## config.mk

```make
export PLATFORM = sky130hd
export DESIGN_NAME = alu_share_arb
export DESIGN_NICKNAME = d
export VERILOG_FILES = /design/src/rtl/alu_pkg.sv /design/src/rtl/alu.sv /design/src/rtl/alu_share_arb.sv
export SDC_FILE = /design/constraint.sdc
export NUM_CORES = 1
export LEC_CHECK = 0
export CAP_MARGIN = 5
export CORE_UTILIZATION = 38
export CTS_BUF_LIST = sky130_fd_sc_hd__clkbuf_8
export CTS_CLUSTER_DIAMETER = 100
export DETAILED_ROUTE_END_ITERATION = 10
export PLACE_DENSITY = 0.72
export SLEW_MARGIN = 20
export SYNTH_ARGS = -nofsm -noshare
export SYNTH_HDL_FRONTEND = slang
export SYNTH_SLANG_ARGS = --single-unit
```

## constraint.sdc

```tcl
create_clock -name clk -period 5.3 [get_ports clk]
set_input_delay 1.06 -clock clk [delete_from_list [all_inputs] [get_ports clk]]
set_output_delay 1.06 -clock clk [all_outputs]
set_load 0.01 [all_outputs]
```

## src/rtl/alu_pkg.sv

```systemverilog
// Shared ALU definitions: op-code enum, last legal op code and datapath width.
package alu_pkg;

    localparam int ALU_W = 32;

    typedef enum logic [3:0] {
        ALU_ADD  = 4'b0000,
        ALU_SLL  = 4'b0001,
        ALU_SLT  = 4'b0010,
        ALU_SLTU = 4'b0011,
        ALU_XOR  = 4'b0100,
        ALU_SRL  = 4'b0101,
        ALU_OR   = 4'b0110,
        ALU_AND  = 4'b0111,
        ALU_SUB  = 4'b1000,
        ALU_SRA  = 4'b1001
    } alu_op_e;

    localparam logic [3:0] ALU_OP_LAST = 4'b1001;

endpackage

```

## src/rtl/alu.sv

```systemverilog
// Single-cycle combinational ALU; op codes above ALU_OP_LAST yield result 0 with o_err set.
import alu_pkg::*;

module alu (
    input  logic [3:0]       i_op,
    input  logic [ALU_W-1:0] i_a,
    input  logic [ALU_W-1:0] i_b,
    output logic [ALU_W-1:0] o_result,
    output logic             o_zero,
    output logic             o_err
);

    logic [4:0] w_shamt;
    assign w_shamt = i_b[4:0];

    always_comb begin
        o_result = '0;
        case (i_op)
            ALU_ADD:  o_result = i_a + i_b;
            ALU_SLL:  o_result = i_a << w_shamt;
            ALU_SLT:  o_result = ($signed(i_a) < $signed(i_b)) ? ALU_W'(1) : '0;
            ALU_SLTU: o_result = (i_a < i_b) ? ALU_W'(1) : '0;
            ALU_XOR:  o_result = i_a ^ i_b;
            ALU_SRL:  o_result = i_a >> w_shamt;
            ALU_OR:   o_result = i_a | i_b;
            ALU_AND:  o_result = i_a & i_b;
            ALU_SUB:  o_result = i_a - i_b;
            ALU_SRA:  o_result = $unsigned($signed(i_a) >>> w_shamt);
            default:  o_result = '0;
        endcase
    end

    assign o_err  = (i_op > ALU_OP_LAST);
    assign o_zero = (o_result == '0);

endmodule

```

## src/rtl/alu_share_arb.sv

```systemverilog
// Round-robin arbiter sharing one ALU between NUM_REQ requesters with a single result slot.
// Optional grant locking is compiled in with `define ALU_ARB_LOCK_EN.
import alu_pkg::*;

module alu_share_arb #(
    parameter int NUM_REQ = 2,
    parameter int ID_W    = 2
) (
    input  logic                     clk,
    input  logic                     rst_n,
    input  logic [NUM_REQ-1:0]       req_valid,
    output logic [NUM_REQ-1:0]       req_ready,
    input  logic [NUM_REQ*ALU_W-1:0] req_a,
    input  logic [NUM_REQ*ALU_W-1:0] req_b,
    input  logic [NUM_REQ*4-1:0]     req_op,
    input  logic [NUM_REQ-1:0]       req_lock,
    output logic [NUM_REQ-1:0]       rsp_valid,
    input  logic [NUM_REQ-1:0]       rsp_ready,
    output logic [ALU_W-1:0]         rsp_result,
    output logic                     rsp_zero,
    output logic                     rsp_err,
    output logic [ID_W-1:0]          rsp_id
);

    logic [ID_W-1:0]    r_ptr;
    logic               r_full;
    logic [NUM_REQ-1:0] w_rr_oh;
    logic [ID_W-1:0]    w_rr_id;
    logic [NUM_REQ-1:0] w_win_oh;
    logic [ID_W-1:0]    w_win_id;
    logic               w_win_vld;
    logic               w_slot_free;
    logic               w_hs;
    logic [ALU_W-1:0]   w_a, w_b, w_alu_res;
    logic [3:0]         w_op;
    logic               w_alu_zero, w_alu_err;

    assign w_slot_free = !r_full || (|(rsp_valid & rsp_ready));

    // Candidates visited from farthest to nearest so the nearest valid one (ptr+1) wins last.
    always_comb begin
        w_rr_oh = '0;
        w_rr_id = '0;
        for (int k = NUM_REQ; k >= 1; k--) begin
            for (int i = 0; i < NUM_REQ; i++) begin
                if ((((int'(r_ptr) + k) % NUM_REQ) == i) && req_valid[i]) begin
                    w_rr_oh    = '0;
                    w_rr_oh[i] = 1'b1;
                    w_rr_id    = ID_W'(i);
                end
            end
        end
    end

`ifdef ALU_ARB_LOCK_EN
    logic               r_locked;
    logic [NUM_REQ-1:0] r_lock_oh;
    logic [ID_W-1:0]    r_lock_id;

    assign w_win_oh = r_locked ? (r_lock_oh & req_valid) : w_rr_oh;
    assign w_win_id = r_locked ? r_lock_id : w_rr_id;

    always_ff @(posedge clk or negedge rst_n) begin
        if (!rst_n) begin
            r_locked  <= 1'b0;
            r_lock_oh <= '0;
            r_lock_id <= '0;
        end else if (w_hs) begin
            r_locked  <= |(req_lock & w_win_oh);
            r_lock_oh <= w_win_oh;
            r_lock_id <= w_win_id;
        end else if (r_locked && w_slot_free && !(|(req_valid & r_lock_oh))) begin
            r_locked <= 1'b0;
        end
    end
`else
    logic w_unused_lock;
    assign w_unused_lock = ^req_lock;
    assign w_win_oh      = w_rr_oh;
    assign w_win_id      = w_rr_id;
`endif

    assign w_win_vld = |w_win_oh;
    assign w_hs      = w_win_vld && w_slot_free && rst_n;

    always_comb begin
        w_a  = '0;
        w_b  = '0;
        w_op = '0;
        for (int i = 0; i < NUM_REQ; i++) begin
            if (w_win_oh[i]) begin
                w_a  = req_a[i*ALU_W +: ALU_W];
                w_b  = req_b[i*ALU_W +: ALU_W];
                w_op = req_op[i*4 +: 4];
            end
        end
    end

    alu u_alu (
        .i_op     (w_op),
        .i_a      (w_a),
        .i_b      (w_b),
        .o_result (w_alu_res),
        .o_zero   (w_alu_zero),
        .o_err    (w_alu_err)
    );

    genvar gi;
    generate
        for (gi = 0; gi < NUM_REQ; gi++) begin : g_ports
            assign req_ready[gi] = w_hs && w_win_oh[gi];
            assign rsp_valid[gi] = r_full && (rsp_id == ID_W'(gi));
        end
    endgenerate

    always_ff @(posedge clk or negedge rst_n) begin
        if (!rst_n) begin
            r_ptr      <= ID_W'(NUM_REQ - 1);
            r_full     <= 1'b0;
            rsp_result <= '0;
            rsp_zero   <= 1'b0;
            rsp_err    <= 1'b0;
            rsp_id     <= '0;
        end else if (w_hs) begin
            r_ptr      <= w_win_id;
            r_full     <= 1'b1;
            rsp_result <= w_alu_res;
            rsp_zero   <= w_alu_zero;
            rsp_err    <= w_alu_err;
            rsp_id     <= w_win_id;
        end else if (w_slot_free) begin
            r_full <= 1'b0;
        end
    end

endmodule

```

==> impl_metrics.toml <==
[outcome]
status = "finished, violations left"
failed_checks = "negative setup slack"

[timing]
period_needed_ns = 5.42
report.final.slew_viol_count = 0
hold_viol = 0
final_critical_path_setup_slack_ns = -0.124
tightestPinTransition_ns = 0.936
setup_viol = 1
timing.final.crit_share_pct = 102
rsz_0062_raised_after_global_routing = "yes"
hold_slack_ns = 0.482
finalClockSkew_ns = 0.00679
highest_clock_rate_mhz = 184
tns_ns = -0.124
max_slew_margin_pct = 37.4

[yosys]
syn_avg_cell_area_sq_um = 6.96
post_synth_num_cell_types = 87
gate_count_post_synth = 1681
synth-edff-count = 0
yosys_register_bits = 37
mappedNetlistNets = 1927
syn_area_sq_mm = 0.0117
postSynth.asyncResetShare_pct = 100
synth_flop_cell = "sky130_fd_sc_hd__dfrtp_1"
synth_seq_area_share_pct = 7.92
yosysWarningCount = 0

[clock_network]
clockBufferDepth = 2
tritoncts = "done"
worst_skew_pair.late_latency_ns = 0.29
clock_sink_count = 37
clock_tree.htree_level_count = 2
clock-root-buffer = "sky130_fd_sc_hd__clkbuf_8"
cts_made_buffers = 5
cts_hold_repair.buffers = 0
clk_pin_slew_ns = 0.08

[detailed_routing]
drt_iter0_markers = 2868
total_via_count_in_the_routed_design = 19085
routed_len_inst_microns = 30.1
ant_nets = 0
remaining_design_rule_violation_count = 0
average_via_count_per_standard_cell = 6.71
finalWirelength_microns = 85700
firstDrtPassIters = 9

[cells_and_area]
multi_input_area_sq_mm = 0.0109
layout_common_cells = "sky130_fd_sc_hd__buf_4 (689), sky130_fd_sc_hd__clkdlybuf4s50_1 (177), sky130_fd_sc_hd__nand2_1 (155), sky130_fd_sc_hd__nor2_1 (154), sky130_fd_sc_hd__mux2i_1 (108)"
finalNetCount = 2698
post-route-util_pct = 67.7
drive_above_1_share_pct = 38.4
layout_commonest_cell = "sky130_fd_sc_hd__buf_4"
fillers = 2512
ff_latch_area_sq_um = 927
syn2layout_area_growth_pct = 73.3

[floorplanning]
die_height_microns = 177
boundaryPins = 184
core_area_sq_mm = 0.0300
core.rowCount = 63
dieWidth_microns = 177
dieArea_sq_mm = 0.0315
initial_core_util_pct = 39.1

[place]
place_worst_setup_slack_ns = -1.11
finalWeightedCongestion = 1.11
placement.io_buffers = 180
detailed_place_hpwl_microns = 67700

[setup_path]
worst-r2r-cell-count = 21
cp.required_ns = 5.52
path_max_fanout = 6
start_kind = "primary input"
setup.reg_to_reg.worst_slack_ns = 0.18
timing.critical_path.arrival_ns = 5.65
crit-reg2reg-capture = "rsp_zero$_DFFE_PN0P_"
setup.worst_path.end_class = "flop"
reg2reg_from = "r_ptr[0]$_DFFE_PN1P_"
criticalPathCategory = "primary input to flop"

[worst_hold_path]
worstHoldPathCells = 1
timing.hold.worst.class = "flop to flop"
holdPathEnd = "rsp_result[14]$_DFFE_PN0P_"
hold_path.startpoint = "rsp_result[14]$_DFFE_PN0P_"

[power]
power_per_cell_area_mw_per_mm2 = 326
static-leakage-power_nw = 9.25
power.ir.vdd_worst_uv = 194
report.power.total_mw = 6.61

[global_route]
grt_remaining_overflow = 0
grt_max_degree = 50
grt_antenna_before_repair = 5
first_global_vias = 18128
grt_first_pass_wirelength_microns = 121000
grt_use_total_pct = 52.6

[job]
maxCapViolCount = 0
area by class of cell:
cell class	count	share of cell area (%)
Multi-Input combinational cell	1413	53.7
Timing Repair Buffer	905	37.0
Sequential cell	37	4.57
Tap cell	390	2.41
Inverter	90	1.72
Clock buffer	6	0.407
Clock inverter	2	0.0679
Antenna cell	3	0.0370
worst max-delay path, stage by stage:
cell	delay (ns)
sky130_fd_sc_hd__buf_2	0.13
sky130_fd_sc_hd__a21boi_4	0.22
sky130_fd_sc_hd__buf_6	0.16
sky130_fd_sc_hd__buf_4	0.12
sky130_fd_sc_hd__buf_4	0.09
sky130_fd_sc_hd__buf_4	0.13
sky130_fd_sc_hd__a32o_2	0.18
sky130_fd_sc_hd__buf_6	0.13
sky130_fd_sc_hd__ha_4	0.18
sky130_fd_sc_hd__buf_4	0.13
sky130_fd_sc_hd__buf_4	0.11
sky130_fd_sc_hd__a21oi_4	0.04
sky130_fd_sc_hd__or3_1	0.38
sky130_fd_sc_hd__o21ba_4	0.24
sky130_fd_sc_hd__o21bai_4	0.26
sky130_fd_sc_hd__buf_6	0.17
sky130_fd_sc_hd__a41o_1	0.27
sky130_fd_sc_hd__o221ai_1	0.13
sky130_fd_sc_hd__a21boi_2	0.20
sky130_fd_sc_hd__a2111oi_4	0.36
sky130_fd_sc_hd__o2111ai_1	0.25
sky130_fd_sc_hd__or4_1	0.56
sky130_fd_sc_hd__o21ai_1	0.13
sequential cells by signal, summed over array words and instances (netlist names):
name	cells
rsp_zero	1
r_full	1
rsp_id	1
r_ptr	1
rsp_result	32
rsp_err	1
worst max path at each step:
stage                            start              endpoint  slack (ns)  cells after the start
after floorplan           req_valid[0]  rsp_zero$_DFFE_PN0P_       0.007                     19
after global placement    req_valid[1]  rsp_zero$_DFFE_PN0P_       -1.18                     19
after detailed placement  req_valid[1]  rsp_zero$_DFFE_PN0P_       -1.11                     22
after CTS                 req_valid[0]  rsp_zero$_DFFE_PN0P_        0.07                     19
after global routing      req_valid[0]  rsp_zero$_DFFE_PN0P_       -0.12                     20
final                     req_valid[0]  rsp_zero$_DFFE_PN0P_       -0.12                     23
report_power, final:
part	switching [mW]	internal [mW]
logic	3.21	2.72
clock network	0.106	0.105
registers	0.0737	0.396
total	3.39	3.22
synth_stat cells, types with 21 or more instances:
cell type / n / share of area [%]
sky130_fd_sc_hd__clkbuf_1: 73 / 2.3
sky130_fd_sc_hd__o22ai_1: 49 / 2.6
sky130_fd_sc_hd__nand2_1: 160 / 5.1
sky130_fd_sc_hd__buf_1: 21 / 0.67
sky130_fd_sc_hd__nor4_1: 22 / 1.2
sky130_fd_sc_hd__nor3_1: 42 / 1.8
sky130_fd_sc_hd__o211ai_1: 26 / 1.7
sky130_fd_sc_hd__a22o_1: 48 / 3.6
sky130_fd_sc_hd__mux2i_1: 111 / 9.5
sky130_fd_sc_hd__a32o_1: 40 / 3.4
sky130_fd_sc_hd__a211oi_1: 29 / 1.9
sky130_fd_sc_hd__ha_1: 100 / 11
sky130_fd_sc_hd__nand3_1: 38 / 1.6
sky130_fd_sc_hd__a31oi_1: 22 / 1.2
sky130_fd_sc_hd__inv_1: 85 / 2.7
sky130_fd_sc_hd__nor2_1: 162 / 5.2
sky130_fd_sc_hd__o21ai_0: 112 / 4.8
sky130_fd_sc_hd__buf_2: 34 / 1.5
sky130_fd_sc_hd__dfrtp_1: 36 / 7.7
sky130_fd_sc_hd__a21oi_1: 119 / 5.1
cells by family (layout without fill, tap and decap cells):
| logic type | after synthesis | in the layout | share of synthesized area [%] |
|---|---|---|---|
| adders and majority gates | 102 | 102 | 11.0 |
| xor gates and xnor gates | 20 | 20 | 1.50 |
| DFF | 37 | 37 | 7.92 |
| buffers and inverters | 231 | 1003 | 8.46 |
| muxes | 133 | 133 | 11.8 |
| other | 1 | 4 | 0.0320 |
| and+or+nand+nor | 509 | 509 | 19.7 |
| AOI/OAI and AO/OA | 648 | 648 | 39.5 |
metal layers:
layer	GRT usage, %	up-vias	wire [microns]
met5	0	-	27
met4	36.0	4	7230
met3	18.4	482	12900
met2	77.0	1727	34600
met1	64.3	8902	30900
li1	-	7970	-
timing repair:
action,CTS,global route
gates cloned,1,0
setup buffers,34,14
pin swaps,72,41
setup endpoints to repair,15,1
resized for setup,182,47
per-stage QoR:
step                cell area (sq um)  cells
floorplan                       11900   1681
global placement                18700   2787
detailed placement              18700   2787
CTS                             19900   2830
global route                    20300   2845
finish                          20300   2846
Note: power is estimated with default switching activity, not from simulation.
